--- src/rtl/alu_pkg.sv ---
// -----------------------------------------------------------------------------
// alu_pkg -- shared constants and types for the multi-cycle ALU (alu_mc).
//
// Contents:
//   OP_*     4-bit opcode constants driven on alu_mc.ALU_control
//   state_e  FSM state type for alu_mc
//
// Configuration macro: ALU_MUL_EN
//   Defined   -> the S_MUL state exists and opcode OP_MUL runs the multiplier.
//   Undefined -> no S_MUL state; OP_MUL decodes as an undefined opcode.
// -----------------------------------------------------------------------------
package alu_pkg;

  localparam logic [3:0] OP_AND = 4'd0;
  localparam logic [3:0] OP_OR  = 4'd1;
  localparam logic [3:0] OP_ADD = 4'd2;
  localparam logic [3:0] OP_MUL = 4'd3;
  localparam logic [3:0] OP_SUB = 4'd6;
  localparam logic [3:0] OP_SLT = 4'd7;
  localparam logic [3:0] OP_NOR = 4'd12;

  typedef enum logic [1:0] {
    S_IDLE = 2'd0,
    S_DONE = 2'd2
`ifdef ALU_MUL_EN
    ,
    S_MUL  = 2'd1
`endif
  } state_e;

endpackage

--- src/rtl/alu_mul_seq.sv ---
// -----------------------------------------------------------------------------
// alu_mul_seq -- unsigned shift-add multiplier, one multiplier bit per cycle.
//
// Only instantiated by alu_mc when ALU_MUL_EN is defined.
//
// Ports:
//   clk         rising-edge clock
//   rst         synchronous active-high reset; drops any operation in flight
//   start       load a/b and begin a WIDTH-step multiply (ignored result of
//               any previous operation)
//   a, b        multiplicand / multiplier, sampled when start=1
//   done        high during the cycle whose closing edge performs the final
//               step; prod_lo / prod_hi_nz are valid in that cycle only
//   prod_lo     low WIDTH bits of the finished product
//   prod_hi_nz  1 when the high WIDTH bits of the product are nonzero
//
// Timing: start on edge 0, steps on edges 1..WIDTH. done is asserted before
// edge WIDTH so the consumer can capture the final product on that same edge.
// -----------------------------------------------------------------------------
module alu_mul_seq #(
  parameter int WIDTH = 32,
  parameter int CNT_W = $clog2(WIDTH) + 1
) (
  input  logic             clk,
  input  logic             rst,
  input  logic             start,
  input  logic [WIDTH-1:0] a,
  input  logic [WIDTH-1:0] b,
  output logic             done,
  output logic [WIDTH-1:0] prod_lo,
  output logic             prod_hi_nz
);

  logic [WIDTH-1:0]   mcand_q, mcand_d;
  // Product register: high half accumulates, low half holds the remaining
  // multiplier bits; each step shifts the whole thing right by one.
  logic [2*WIDTH-1:0] prod_q,  prod_d;
  logic [CNT_W-1:0]   cnt_q,   cnt_d;
  logic               busy_q,  busy_d;

  logic [WIDTH:0]     partial;
  logic [2*WIDTH-1:0] prod_step;

  always_comb begin
    partial   = {1'b0, prod_q[2*WIDTH-1:WIDTH]}
              + (prod_q[0] ? {1'b0, mcand_q} : {(WIDTH+1){1'b0}});
    prod_step = {partial, prod_q[WIDTH-1:1]};
  end

  assign done       = busy_q & (cnt_q == CNT_W'(WIDTH - 1));
  // Exposes the post-step value so the final step and the capture share an edge.
  assign prod_lo    = prod_step[WIDTH-1:0];
  assign prod_hi_nz = |prod_step[2*WIDTH-1:WIDTH];

  always_comb begin
    mcand_d = mcand_q;
    prod_d  = prod_q;
    cnt_d   = cnt_q;
    busy_d  = busy_q;
    if (start) begin
      mcand_d = a;
      prod_d  = {{WIDTH{1'b0}}, b};
      cnt_d   = '0;
      busy_d  = 1'b1;
    end else if (busy_q) begin
      prod_d = prod_step;
      cnt_d  = cnt_q + 1'b1;
      if (done) busy_d = 1'b0;
    end
  end

  always_ff @(posedge clk) begin
    if (rst) begin
      mcand_q <= '0;
      prod_q  <= '0;
      cnt_q   <= '0;
      busy_q  <= 1'b0;
    end else begin
      mcand_q <= mcand_d;
      prod_q  <= prod_d;
      cnt_q   <= cnt_d;
      busy_q  <= busy_d;
    end
  end

endmodule

--- src/rtl/alu_mc.sv ---
// -----------------------------------------------------------------------------
// alu_mc -- multi-cycle ALU with valid/ready handshakes on both sides.
//
// Single-cycle ops (AND, OR, ADD, SUB, SLT, NOR, undefined) are evaluated on
// the offered operands and captured on the accept edge. MUL (only with
// ALU_MUL_EN defined) runs the alu_mul_seq shift-add unit for WIDTH cycles.
//
// Ports:
//   clk, rst       clock; synchronous active-high reset
//   in_valid       operand/opcode offer
//   in_ready       accept this cycle (combinational: IDLE, or DONE being drained)
//   src1, src2     operands A and B
//   ALU_control    opcode, see alu_pkg OP_*
//   out_valid      result/flags valid (state DONE)
//   out_ready      consumer takes the result this cycle
//   result         registered result
//   zero, cout, overflow   registered flags
//
// Configuration macro: ALU_MUL_EN (enables MUL state, multiplier and counter).
// -----------------------------------------------------------------------------
module alu_mc
  import alu_pkg::*;
#(
  parameter int WIDTH = 32,
  parameter int CNT_W = $clog2(WIDTH) + 1
) (
  input  logic             clk,
  input  logic             rst,
  input  logic             in_valid,
  output logic             in_ready,
  input  logic [WIDTH-1:0] src1,
  input  logic [WIDTH-1:0] src2,
  input  logic [3:0]       ALU_control,
  output logic             out_valid,
  input  logic             out_ready,
  output logic [WIDTH-1:0] result,
  output logic             zero,
  output logic             cout,
  output logic             overflow
);

  state_e           state_q,  state_d;
  logic [WIDTH-1:0] result_q, result_d;
  logic             zero_q,   zero_d;
  logic             cout_q,   cout_d;
  logic             ovf_q,    ovf_d;

  logic             accept;

  assign in_ready  = (state_q == S_IDLE) | ((state_q == S_DONE) & out_ready);
  assign accept    = in_valid & in_ready;
  assign out_valid = (state_q == S_DONE);
  assign result    = result_q;
  assign zero      = zero_q;
  assign cout      = cout_q;
  assign overflow  = ovf_q;

  // ---------------------------------------------------------------------------
  // Single-cycle datapath on the offered operands
  // ---------------------------------------------------------------------------
  logic [WIDTH:0]   add_sum, sub_sum;
  logic [WIDTH-1:0] alu_res;
  logic             alu_c, alu_v;

  always_comb begin
    add_sum = {1'b0, src1} + {1'b0, src2};
    sub_sum = {1'b0, src1} + {1'b0, ~src2} + {{WIDTH{1'b0}}, 1'b1};
    alu_res = '0;
    alu_c   = 1'b0;
    alu_v   = 1'b0;
    case (ALU_control)
      OP_AND: alu_res = src1 & src2;
      OP_OR:  alu_res = src1 | src2;
      OP_NOR: alu_res = ~(src1 | src2);
      OP_ADD: begin
        alu_res = add_sum[WIDTH-1:0];
        alu_c   = add_sum[WIDTH];
        // Same-sign operands producing a different-sign sum.
        alu_v   = (src1[WIDTH-1] == src2[WIDTH-1])
                & (add_sum[WIDTH-1] != src1[WIDTH-1]);
      end
      OP_SUB: begin
        alu_res = sub_sum[WIDTH-1:0];
        alu_c   = sub_sum[WIDTH];   // 1 = no borrow
        alu_v   = (src1[WIDTH-1] != src2[WIDTH-1])
                & (sub_sum[WIDTH-1] != src1[WIDTH-1]);
      end
      OP_SLT: alu_res = {{(WIDTH-1){1'b0}}, ($signed(src1) < $signed(src2))};
      // Undefined opcodes (and OP_MUL when the multiplier is compiled out)
      // complete as result 0; zero follows from the result.
      default: ;
    endcase
  end

  // ---------------------------------------------------------------------------
  // Optional sequential multiplier
  // ---------------------------------------------------------------------------
`ifdef ALU_MUL_EN
  logic             mul_start;
  logic             mul_done;
  logic [WIDTH-1:0] mul_lo;
  logic             mul_hi_nz;

  alu_mul_seq #(
    .WIDTH (WIDTH),
    .CNT_W (CNT_W)
  ) u_mul (
    .clk        (clk),
    .rst        (rst),
    .start      (mul_start),
    .a          (src1),
    .b          (src2),
    .done       (mul_done),
    .prod_lo    (mul_lo),
    .prod_hi_nz (mul_hi_nz)
  );
`else
  // CNT_W only sizes the multiplier's step counter.
  logic [CNT_W-1:0] unused_cnt_w;
  assign unused_cnt_w = '0;
`endif

  // ---------------------------------------------------------------------------
  // Control FSM; result/flags only move when a new result is produced, so they
  // hold while DONE waits on out_ready.
  // ---------------------------------------------------------------------------
  always_comb begin
    state_d  = state_q;
    result_d = result_q;
    zero_d   = zero_q;
    cout_d   = cout_q;
    ovf_d    = ovf_q;
`ifdef ALU_MUL_EN
    mul_start = 1'b0;
`endif
    case (state_q)
      S_IDLE, S_DONE: begin
        if ((state_q == S_DONE) && out_ready) state_d = S_IDLE;
        if (accept) begin
`ifdef ALU_MUL_EN
          if (ALU_control == OP_MUL) begin
            state_d   = S_MUL;
            mul_start = 1'b1;
          end else
`endif
          begin
            state_d  = S_DONE;
            result_d = alu_res;
            zero_d   = (alu_res == '0);
            cout_d   = alu_c;
            ovf_d    = alu_v;
          end
        end
      end
`ifdef ALU_MUL_EN
      S_MUL: begin
        if (mul_done) begin
          state_d  = S_DONE;
          result_d = mul_lo;
          zero_d   = (mul_lo == '0);
          cout_d   = mul_hi_nz;
          ovf_d    = 1'b0;
        end
      end
`endif
      default: state_d = S_IDLE;
    endcase
  end

  always_ff @(posedge clk) begin
    if (rst) begin
      state_q  <= S_IDLE;
      result_q <= '0;
      zero_q   <= 1'b0;
      cout_q   <= 1'b0;
      ovf_q    <= 1'b0;
    end else begin
      state_q  <= state_d;
      result_q <= result_d;
      zero_q   <= zero_d;
      cout_q   <= cout_d;
      ovf_q    <= ovf_d;
    end
  end

endmodule

--- config.mk ---
export PLATFORM = sky130hd
export DESIGN_NAME = alu_mc
export DESIGN_NICKNAME = d
export VERILOG_FILES = /design/src/rtl/alu_pkg.sv /design/src/rtl/alu_mul_seq.sv /design/src/rtl/alu_mc.sv
export SDC_FILE = /design/constraint.sdc
export NUM_CORES = 1
export LEC_CHECK = 0
export ABC_AREA = 1
export ABC_CLOCK_PERIOD_IN_PS = 3700
export CELL_PAD_IN_SITES_DETAIL_PLACEMENT = 1
export CELL_PAD_IN_SITES_GLOBAL_PLACEMENT = 2
export CORE_UTILIZATION = 31
export CTS_CLUSTER_DIAMETER = 80
export DETAILED_ROUTE_END_ITERATION = 10
export GPL_TIMING_DRIVEN = 0
export PLACE_DENSITY_LB_ADDON = 0.1
export REMOVE_ABC_BUFFERS = 1
export SYNTH_ARGS = -nofsm -noshare
export SYNTH_HDL_FRONTEND = slang
export SYNTH_HIERARCHICAL = 1
export SYNTH_SLANG_ARGS = --single-unit
--- constraint.sdc ---
create_clock -name clk -period 3.7 [get_ports clk]
set_input_delay 0.74 -clock clk [delete_from_list [all_inputs] [get_ports clk]]
set_output_delay 0.74 -clock clk [all_outputs]
set_load 0.02 [all_outputs]
Word level (Yosys, flattened, before mapping). Index checks and enable logic that the tools add are counted.

Add/subtract/negate cells: 3. Magnitude comparators: 1. Equal/unequal tests: 9. Multiplexer cells: 5. Bitwise operators: 10. Reductions and logical operators: 8.

Operators by type and width (number): $pmux 32 s6 (1); $add 32x32->33 (2); $not 32->32 (2); $add 33x1->33 const B (1); $and 32x32->32 (1); $logic_not 32->1 (1); $lt 32x32->1 (1); $or 32x32->32 (1); $eq 4x3->1 const B (2); $and 1x1->1 (4); $eq 4x1->1 const B (1); $eq 4x2->1 const B (1); $eq 4x4->1 const B (1); $logic_not 4->1 (1); $mux 2 (2); $pmux 1 s2 (2); $reduce_or 2->1 (2); $ne 1x1->1 (3); $logic_not 2->1 (1); $reduce_and 2->1 (1); $reduce_bool 2->1 (1); $eq 1x1->1 (1); $logic_and 1x1->1 (1); $not 1->1 (1); $or 1x1->1 (1).

Flip-flop bits (word level): 36. Input bits: 72. Output and inout bits: 37. Logic and storage cells: 41.

Longest topological paths before layout. Gate-level depths: netlist of run 1.

Word-level depth: 6. Mapped depth: 22. Mapped depth without buffers: 21.

Worst setup path before layout of run 1. OpenSTA, ideal clock, no wires.

Path type: input to register. From: in src1[0]. To: reg zero_q (netlist: zero). Setup time: 0.071 ns. Arrival time: 2.581 ns. Required time: 3.629 ns. Setup slack: 1.048 ns. Stages: 20. Buffers on the path: 0. Path through: ha_1 > inv_1 > fa_1 > inv_1 > nand2_1 > nand2_1 > nand3_1 > nand2_1 > nand2_1 > nand2_1 > nand2_1 > nand2_1 > nand2_1 > nand3_1 > nand2_1 > nor2_1 > nand3_1 > nor2_1 > nand3_1 > a21oi_1.

Longest elaborated chain between the ends: 4. Elaborated cells between the ends (all ways): 9. Classes of those cells: 3 x add/sub; 1 x order compare; 1 x mux; 3 x bitwise; 1 x reduce/logical.

Ends and longest elaborated chain: from (decl) (line alu_mc.sv:31) `input logic [WIDTH-1:0] src1,`; $add 32x32->33 / $or 32x32->32 (equally long branches) (line alu_mc.sv:67, alu_mc.sv:73, alu_mc.sv:74); $add 33x1->33 / $not 32->32 (equally long branches) (line alu_mc.sv:67, alu_mc.sv:74); $pmux 32 s6 * (line alu_mc.sv:71) `case (ALU_control)`; $logic_not 32->1 * (line alu_mc.sv:149) `zero_d = (alu_res == '0);`; to (signal assigned) (line alu_mc.sv:180) `zero_q <= zero_d;`; to (decl) (line alu_mc.sv:44) `logic zero_q, zero_d;`.

Mark *: on every way between the ends. The rest lies on a longest branch, timed or not. A chain may end at the register's enable or synchronous reset.

Worst setup path in the final report of run 1.
From: in ALU_control[2]. To: reg zero_q (netlist: zero).

Longest elaborated chain between the ends: 3. Elaborated cells between the ends (all ways): 8. Classes of those cells: 5 x eq/ne; 1 x mux; 2 x reduce/logical.

Ends and longest elaborated chain: from (decl) (line alu_mc.sv:33) `input logic [3:0] ALU_control,`; $eq 4x3->1, or another cell as far along (line alu_mc.sv:71); $pmux 32 s6 * (line alu_mc.sv:71); $logic_not 32->1 * (line alu_mc.sv:149).

Marked as above.

==> impl_metrics.yaml, run 1 <==
run_status:
  status: "completed"
global_route:
  grt_max_degree: 48
  grt_overflow: 0
  grt_util_all_layers_pct: 25.1
  antenna_found_initial: 0
  grt_pass1_vias: 9402
  grt_pass1_wl_microns: 51700
die:
  die_w_microns: 165
  core_area_sq_um: 26000
  initial_utilization_pct: 31.5
  row_count: 59
  die_h_microns: 165
  ios: 109
  design.die.area_sq_um: 27100
drt:
  firstDrtPassIters: 5
  ant_nets: 0
  routed_wl_microns: 33500
  wire_per_inst_microns: 17.0
  first_iter_violations: 585
  via_per_inst: 4.90
  drc: 0
  vias: 9659
cells_and_area:
  drive_gt1_share_pct: 4.71
  area_growth_pct: 19.2
  antenna_cells: 0
  nets: 1807
yosys:
  synth_edf_count: 0
  yosysMostFrequentCell: "nand2_1"
  syn-cell-area_sq_um: 8200
  ys_ff_latch: 36
  seq_area_frac_synth_pct: 8.79
  synth_area_leaders: "nand2_1 22%, inv_1 15%, ha_1 15%"
  synth_top_area_share_pct: 22.1
  netlist_top_cells_count: "483 x nand2_1, 328 x inv_1, 200 x nor2_1"
  async_flop_share_pct: 0
  yosysUniqueCellTypes: 38
  synth_top_area_cell: "nand2_1"
  yosysWarnings: 6
  syn_avg_cell_area_sq_um: 5.23
  ys.flop_type: "dfxtp_1"
  synth_cells: 1568
timing:
  fin_crit_ps: 3560
  slew_viol_final: 0
  finalCritPeriodShare_pct: 96.3
  setup_viol: 0
  rsz0062_at_grt: "no"
  finClkSkew_ps: 2.92
  fmax_ghz: 0.281
  fin_ws_ps: 137
  relSlewSlack_pct: 30.4
  tightest_slew_ps: 1040
  whs_ps: 474
  hold_viol: 0
setup_path:
  r2r-start: "state_q[1]"
  start_kind: "primary input"
  cp.required_ps: 3900
  worst-endpoint-arrival_ps: 3760
  setup.worst_path.start: "ALU_control[2]"
  worstSetupPathType: "in -> reg"
  crit_path_max_fanout: 27
  cp-end-kind: "register"
power:
  combPwrFrac_pct: 60.6
  p_clk_share_pct: 18.9
  cellLeakagePower_nw: 5.58
  total_power_w: 0.00210
  internal-power_w: 0.00110
  power_frac_seq_pct: 20.5
  p_switching_w: 0.00100
  ir_worst_vdd_mv: 0.329
  swShare_pct: 47.8
  power.density_nw_per_um2: 215
placed_design:
  dp_hpwl_microns: 28500
  gp_congestion: 0.927
  dp_slack_ps: -630
  port_buffers: 108
clock_tree:
  cts.sinks: 36
  hold_buffers: 0
  insertion_delay_ps: 280
  clk_pin_slew_ps: 50
  cts_tree: "built"
  cts-root-buf: "clkbuf_16"
  htreeDepth: 2
  post_cts_buffers: 0
  clockBufferDepth: 2
  cts_buffers: 5
worst_hold_path:
  hold_class: "reg -> reg"
  hold_start: "zero"
job:
  maxCapViolations: 0
[power groups by stage]
stage                     Combinational, W  Clock [W]  Sequential (W)
after floorplan                   0.000731          0        0.000474
after global placement             0.00122          0        0.000440
after global routing               0.00142   0.000423        0.000435
after detailed placement           0.00124          0        0.000440
final                              0.00127   0.000397        0.000432
after CTS                          0.00125   0.000412        0.000432
[timing repair]
action / 4_1_cts / 5_1_grt
gates resized for setup: 4 / 31
hold endpoints to repair: 0 / 0
endpoints found under the setup margin: 2 / 2
cloned: 0 / 0
[cells in the final DEF, fill, tap and decap left out, types with 2 or more instances in the layout]
master,instances
dfxtp_1,36
inv_2,6
nand3b_1,5
inv_1,327
nand2_2,10
ha_4,2
nor2_4,5
o211ai_1,10
nand3_2,9
fa_1,2
nand2_1,481
nand3_1,154
clkbuf_16,5
a21oi_2,3
a31oi_1,3
nor2_1,194
nor3_2,3
nor3_1,10
ha_2,16
nand4_1,17
clkdlybuf4s50_1,108
a21oi_1,54
o21ai_0,36
nor2_2,10
o21bai_1,9
buf_16,3
ha_1,79
a221oi_1,25
[registers in the layout, indices dropped and copies added, names as in the netlist]
signal    flops
result       32
overflow      1
cout          1
state_q       1
zero          1
[per-layer routing]
| metal | part of all wire [%] | up-vias | GRT usage [%] |
|---|---|---|---|
| met5 | 0 | - | 0 |
| met4 | 1.0 | 0 | 4.38 |
| met3 | 3.6 | 19 | 1.56 |
| met2 | 44 | 190 | 41.3 |
| met1 | 51 | 4503 | 35.9 |
| li1 | - | 4947 | - |
[area by class of cell]
| class | count | area [sq um] |
|---|---|---|
| Clock buffer | 6 | 129 |
| Clock inverter | 1 | 5.00 |
| Fill cell | 3640 | 16200 |
| Inverter | 333 | 1250 |
| Multi-Input combinational cell | 1148 | 6070 |
| Sequential cell | 36 | 721 |
| Tap cell | 335 | 419 |
| Timing Repair Buffer | 112 | 1180 |
[worst paths after layout]
| kind | to | slack, ps | depth (start not counted) |
|---|---|---|---|
| worst max-delay path | zero | 140 | 11 |
| worst min register to register | zero | 470 | 2 |
| worst min-delay path | zero | 470 | 2 |
| worst max register to register | zero | 1480 | 11 |
[kinds of logic (layout without fill, tap and decap cells)]
group | Yosys count | after routing | share of synthesized area [%]
fa+ha+maj | 99 | 99 | 15.3
simple gates | 903 | 903 | 45.9
flops | 36 | 36 | 8.79
xor+xnor | 2 | 2 | 0.214
compound gates | 144 | 144 | 10.8
buf+inv | 384 | 452 | 18.9
[metrics by stage]
stage,instances,utilization [%],TNS [ps],instance area [sq um]
5_1_grt,1971,37.6,0,9770
6_report,1971,37.6,0,9770
3_5_place_dp,1963,36.5,-1810,9490
3_3_place_gp,1960,36.2,-34760,9390
2_1_floorplan,1517,-,0,7890
4_1_cts,1970,37.1,0,9640
[critical path: stages]
cell,delay [ps]
clkdlybuf4s50_1,520
nor2_1,160
nand2_2,210
inv_2,300
a221oi_1,960
nand3_1,200
nor2_1,130
nand3_1,100
nor3_2,180
nand3_1,100
a21oi_1,130
No activity file was read; power rests on OpenSTA's default activity.
==> run 2, diff against run 1 <==
ABC_AREA = not set   (was 1)
ABC_CLOCK_PERIOD_IN_PS = not set   (was 3700)
CORE_UTILIZATION = 34   (was 31)
==> impl_metrics.yaml, run 2 <==
cells_and_area:
  utilization_pct: 52.3
  nets: 1347
  mostFrequentLayoutCells: "117 x nor2_1, 98 x buf_4, 67 x inv_1"
  antenna_cells: 0
  drive_gt1_share_pct: 30.1
  seq_area_sq_um: 721
  final_common_cell: "nor2_1"
  area_growth_pct: 49.6
  n_fill_cell: 2409
  largest_reg_flops: 32
  multi_input_area_sq_um: 7060
  stdcell_count: 1447
yosys:
  yosysWarnings: 6
  ys_ff_latch: 36
  synth_edf_count: 0
  syn-cell-area_sq_um: 7120
  synth_area_leaders: "ha_1 17%, dfxtp_1 10%, nor2_1 6.5%"
  ys.flop_type: "dfxtp_1"
  syn_avg_cell_area_sq_um: 6.99
  synth_cells: 1019
  synth_top_area_share_pct: 17.0
  seq_area_frac_synth_pct: 10.1
  yosysUniqueCellTypes: 88
  async_flop_share_pct: 0
  netlist_top_cells_count: "124 x nor2_1, 99 x inv_1, 97 x ha_1"
  yosysMostFrequentCell: "nor2_1"
  synth_top_area_cell: "ha_1"
setup_path:
  worstSetupPathType: "in -> reg"
  setup.worst_path.start: "src2[5]"
  reg2reg_slack_ps: 910
  worst_path_largest_cell_delay_ps: 550
  worstPathCellList: "clkbuf_2, inv_2, ha_2, or4_4, o211ai_1, a21oi_2, buf_4, nor3_1, o311ai_0, o21ai_1, and3b_1, nand4_1, o31ai_2"
  cp-end-kind: "register"
  crit_path_max_fanout: 5
  reg2reg_depth: 9
  r2r-start: "state_q[1]"
  start_kind: "primary input"
  cp.depth: 13
  worst-endpoint-arrival_ps: 3940
  r2r_end: "zero"
  cp_slowest_cell: "or4_4"
  cp.required_ps: 3900
  critical_path.top_delay_family: "compound AO/OA/AOI/OAI gates"
  worstPathBufferInverterCount: 3
timing:
  rsz0062_at_grt: "yes"
  finClkSkew_ps: 10.5
  setup_viol: 1
  hold_viol: 0
  fin_tns_setup_ps: -38.2
  slew_viol_final: 0
  fmax_ghz: 0.268
  fin_ws_ps: -38.2
  tightest_slew_ps: 1420
  relSlewSlack_pct: 4.87
  fin_crit_ps: 3740
  finalCritPeriodShare_pct: 101
worst_hold_path:
  holdPathStages: 2
  hold_start: "result[31]"
  hold_class: "reg -> reg"
  hold_end: "result[31]"
drt:
  drc: 0
  via_per_inst: 6.12
  routed_wl_microns: 32900
  wire_per_inst_microns: 22.8
  vias: 8851
  firstDrtPassIters: 5
  ant_nets: 0
  first_iter_violations: 659
die:
  die_h_microns: 147
  design.die.area_sq_um: 21500
  die_w_microns: 147
  initial_utilization_pct: 35.0
  core_area_sq_um: 20400
  row_count: 52
  ios: 109
run_status:
  status: "finished with violations"
  violations: "negative setup slack"
placed_design:
  dp_slack_ps: -1780
  dp_hpwl_microns: 23000
  gp_congestion: 0.898
  placed_cells: 1335
  port_buffers: 108
global_route:
  grt_util_all_layers_pct: 28.0
  grt_overflow: 0
  grt_pass1_wl_microns: 47400
  grt_pass1_vias: 8247
  grt_max_degree: 38
  antenna_found_initial: 1
clock_tree:
  insertion_delay_ps: 290
  cts_buffers: 5
  hold_buffers: 0
  cts_tree: "built"
  htreeDepth: 2
  cts.sinks: 36
  clockBufferDepth: 2
  clk_pin_slew_ps: 50
  cts-root-buf: "clkbuf_16"
power:
  power.density_nw_per_um2: 239
  cellLeakagePower_nw: 4.58
  ir_worst_vdd_mv: 0.193
  power_frac_seq_pct: 17.0
  swShare_pct: 44.2
  p_switching_w: 0.00113
  combPwrFrac_pct: 63.5
  p_clk_share_pct: 19.4
  internal-power_w: 0.00142
  total_power_w: 0.00255
job:
  maxCapViolations: 0
## run 2: repair_timing
action                                  CTS  global route
endpoints found under the setup margin   25            15
hold endpoints to repair                  0             0
resized for setup                       169           223
buffers inserted                         38            66
pin swaps                                41            86
gates cloned                              1             0
## run 2: logic make-up after synthesis
kind of cell | share of synthesized area, %
AOI/OAI and AO/OA | 37.4
and+or+nand+nor | 24.1
buffers and inverters | 9.61
adders and majority gates | 17.6
DFF | 10.1
xor gates and xnor gates | 0.615
muxes | 0.580
## run 2: how the worst max path moves through the flow
| stage | slack, ps | to |
|---|---|---|
| global route | -220 | zero |
| global placement | -4040 | zero |
| CTS | -350 | zero |
| floorplan | -370 | zero |
| detailed placement | -1780 | zero |
| finish | -40 | zero |
## run 2: layout make-up
| type | count | share of cell area (%) |
|---|---|---|
| multi-input cells | 816 | 66.3 |
| repair buffers | 217 | 18.7 |
| flip-flops and latches | 36 | 6.76 |
| inverters | 100 | 3.58 |
| well taps | 270 | 3.17 |
| clock buffers | 6 | 1.21 |
| clock inverters | 2 | 0.329 |
## run 2: worst register-to-register path, cell delays in order (launching register included)
cell and delay, ps:
dfxtp_1 300, nand2b_1 120, nand2_1 330, a311oi_1 490, nand4_1 280, nor4_4 290
nand4_1 170, nor4_4 380, nand4_1 160, o31ai_2 180
## run 2: power groups by stage
stage | Combinational [W] | Clock (W) | Sequential (W)
after global placement | 0.00114 | 0 | 0.000442
after detailed placement | 0.00116 | 0 | 0.000444
after CTS | 0.00135 | 0.000512 | 0.000435
final | 0.00162 | 0.000496 | 0.000435
after floorplan | 0.000677 | 0 | 0.000480
after global routing | 0.00172 | 0.000530 | 0.000439
## run 2: per-layer routing
| layer | track usage (%) | routed length (microns) |
|---|---|---|
| met5 | 0 | 13 |
| met4 | 6.46 | 904 |
| met2 | 44.9 | 14600 |
| met1 | 39.5 | 15000 |
| met3 | 3.76 | 2370 |
## run 2: metrics by stage
stage	area, sq um	hold slack [ps]
floorplan	6810	524
global placement	8230	444
detailed placement	8330	450
CTS	9510	457
global route	10700	473
finish	10700	451
==> RTL change 1 (config.mk and constraints of run 1) <==
Reset style: asynchronous (`rst`), changed in one clocked block. Comments in the files are not updated.
--- a/src/rtl/alu_mc.sv
+++ b/src/rtl/alu_mc.sv
@@ -168,5 +168,5 @@
   end
 
-  always_ff @(posedge clk) begin
+  always_ff @(posedge clk or posedge rst) begin
     if (rst) begin
       state_q  <= S_IDLE;
Formal check against the unedited RTL: differs if rst is asserted again (counterexample within 4 cycles, from zero or initial values and one cycle with rst high); with rst held inactive, the same outputs for 10 cycles.
==> RTL change 1 against run 1 <==
  * Area after synthesis fell by 3.1%
  * First-iteration DRC count fell by 12%
  * Clock skew fell by 1.2 ps
  * Design area fell by 2.7%
  * Sequential cell count did not move
  * Clock power rose by 21%
  * Worst hold slack improved by 1.1 ps
  * Power rose by 5.5%
  * Synthesized cell count fell by 6.7%
  * Setup slack got worse by 38 ps
  * Sequential share of layout area rose by 2.1 points
  * Routed wire length fell by 2.9%
  * Highest routed layer unchanged
==> RTL change 1: results <==
[outcome]
status = "completed"

[worst_hold_path]
hp-start = "result[13]$_DFFE_PP0P_"
holdPathEnd = "result[13]$_DFFE_PP0P_"

[route]
wl_met3_um = 1143
routed_wl_um = 32560
first_iter_violations = 512
wl_met1_um = 16690
num_vias = 9307
wl_met2_um = 14230

[final_layout]
n_all_inverters = 287
multi_input_cells = 1097
clkCellAreaFrac_pct = 1.723
final_nets = 1714
sh_seq_area_pct = 9.471
drive_gt1_share_pct = 4.728
multi_input_area_um2 = 5771
final_cells = 1874
fill_cells = 3474
multi_input_area_share_pct = 60.67

[timing]
worst_slack_ps = 99.24
maxSlewHeadroom_pct = 48.01
finClkSkew_ps = 1.690

[grt]
groute.layer.met3.usage_pct = 1.251
grt_pass1_wl_um = 50490
grt_use_met1_pct = 35.81
grt_max_degree = 44

[power]
powerSeq_uw = 466
switchingPower_mw = 1.021
leakage_nw = 5.315

[place]
gp_congestion = 0.9139
dp_slack_ps = -511.2
hpwlAfterDp_um = 27190
placed_area_um2 = 9216

[setup_path]
cp-endpoint = "zero$_DFFE_PP0P_"
max_stage_delay_ps = 650
r2r_setup_slack_ps = 1460
startpoint = "ALU_control[3]"
r2r-start = "state_q[1]$_DFFE_PP0P_"

[yosys]
synthArstFlopShare_pct = 100.0
syn_inst = 1463
synth_common_cells = "nand2_1, inv_1, nor2_1"
synth_area_leaders = "nand2_1, ha_1, inv_1"
ys_seq_area_share_pct = 11.34

[die]
coreArea_um2 = 25180
-- RTL change 1: cell types whose count changed after synthesis, sizes merged, moves of 10 or more --
cell   before  now
inv       333  285
dfrtp       0   36
dfxtp      36    0
nand3     163  137
nor2      209  183
o21ai      37   47
-- RTL change 1: critical path, delay by kind of cell --
| family | cells | cell delay [ps] |
|---|---|---|
| and+or+nand+nor | 10 | 1480 |
| buffers and inverters | 3 | 920 |
| AOI/OAI and AO/OA | 1 | 650 |
-- RTL change 1: what timing repair did --
item | CTS | global route
pin swaps | 1 | 0
cloned | 1 | 1
gates resized for setup | 5 | 18
setup endpoints to repair | 1 | 1
setup buffers | 3 | 3
hold buffers | 0 | 0
-- RTL change 1: kinds of logic (layout without fill, tap and decap cells) --
family                   Yosys count  in the layout  synth area share (%)
adder cells (fa/ha/maj)           99             99                 15.78
flip-flops                        36             36                 11.34
XOR/XNOR                           2              2                0.2205
buffers and inverters            330            411                 17.02
AND/OR/NAND/NOR                  840            840                 43.84
AO/OA/AOI/OAI                    156            156                 11.80
==> RTL change 2 (flow settings as in run 1) <==
Made on the original files. `WIDTH`: 32 -> 16.
--- a/src/rtl/alu_mc.sv
+++ b/src/rtl/alu_mc.sv
@@ -22,5 +22,5 @@
   import alu_pkg::*;
 #(
-  parameter int WIDTH = 32,
+  parameter int WIDTH = 16,
   parameter int CNT_W = $clog2(WIDTH) + 1
 ) (
Ports: changed (resized result, src1 and src2); port bits go from 109 to 61. No check against the original RTL was run, so the function may have changed too.
==> RTL change 2 against run 1 <==
  * The run now ends with DRC left
  * Routed wire length decreased by 63%
  * Power decreased by 51%
  * Highest routed layer unchanged
  * Sequential power decreased by 45%
  * Setup slack improved by 220 ps
  * Area after synthesis decreased by 54%
  * Sequential cell count decreased by 16
  * Via count decreased by 57%
  * Synthesized cell count decreased by 57%
  * Design area decreased by 54%
==> RTL change 2: results <==
[outcome]
status = "complete, but fails checks"
violations = "DRC"

[route]
drc = 7
routed_wl_um = 12520
drtPass1Iterations = 7
wl_met1_um = 6007
viasPerCell = 4.849
first_iter_violations = 177

[final_layout]
fill_cells = 1615
n_all_inverters = 134
nNonClkBuffers = 60
drive_gt1_share_pct = 3.927
nonClkBufAreaFrac_pct = 13.42
final_nets = 807
clkCellAreaFrac_pct = 1.985
clockBufferCount = 4

[grt]
groute.layer.met3.usage_pct = 0.6532
grt_pass1_vias = 4265
grt_use_met1_pct = 27.27

[power]
leakage_nw = 2.508
switching_share_pct = 42.05

[cts]
numCtsBuffers = 3
clk_latency_ps = 260

[yosys]
synth_mux_area_share_pct = 0.2678
ys_seq_area_share_pct = 10.71
synth_common_cells = "nand2_1, inv_1, nor2_1"
synthXorXnorAreaFrac_pct = 0.7030

[place]
hpwlAfterDp_um = 10590

[timing]
finClkSkew_ps = 5.137
[RTL change 2: cell types whose count changed in the layout (fill, tap and decap cells not counted), moves of 28 or more]
cell                    run 1  this run
a21oi_1                    54        23
clkdlybuf4s50_1           108        60
ha_1                       79        51
inv_1                     327       130
nand2_1                   481       184
nand3_1                   154        74
nor2_1                    194        89
[RTL change 2: power groups by stage]
stage	registers [mW]	clock network, mW	logic (mW)
finish	0.239	0.248	0.535
global route	0.241	0.261	0.608
CTS	0.239	0.257	0.541
detailed placement	0.244	0	0.539
global placement	0.243	0	0.528
floorplan	0.263	0	0.319
[RTL change 2: stage by stage]
stage | hold slack, ps | power [mW] | std cells | utilization [%] | area [µm²]
global placement | 469.0 | 0.7712 | 852 | 37.90 | 4383
detailed placement | 478.8 | 0.7826 | 852 | 37.92 | 4385
floorplan | 549.7 | 0.5817 | 649 | - | 3603
CTS | 488.1 | 1.037 | 856 | 38.69 | 4474
finish | 489.7 | 1.022 | 856 | 38.69 | 4474
global route | 503.9 | 1.110 | 856 | 38.69 | 4474
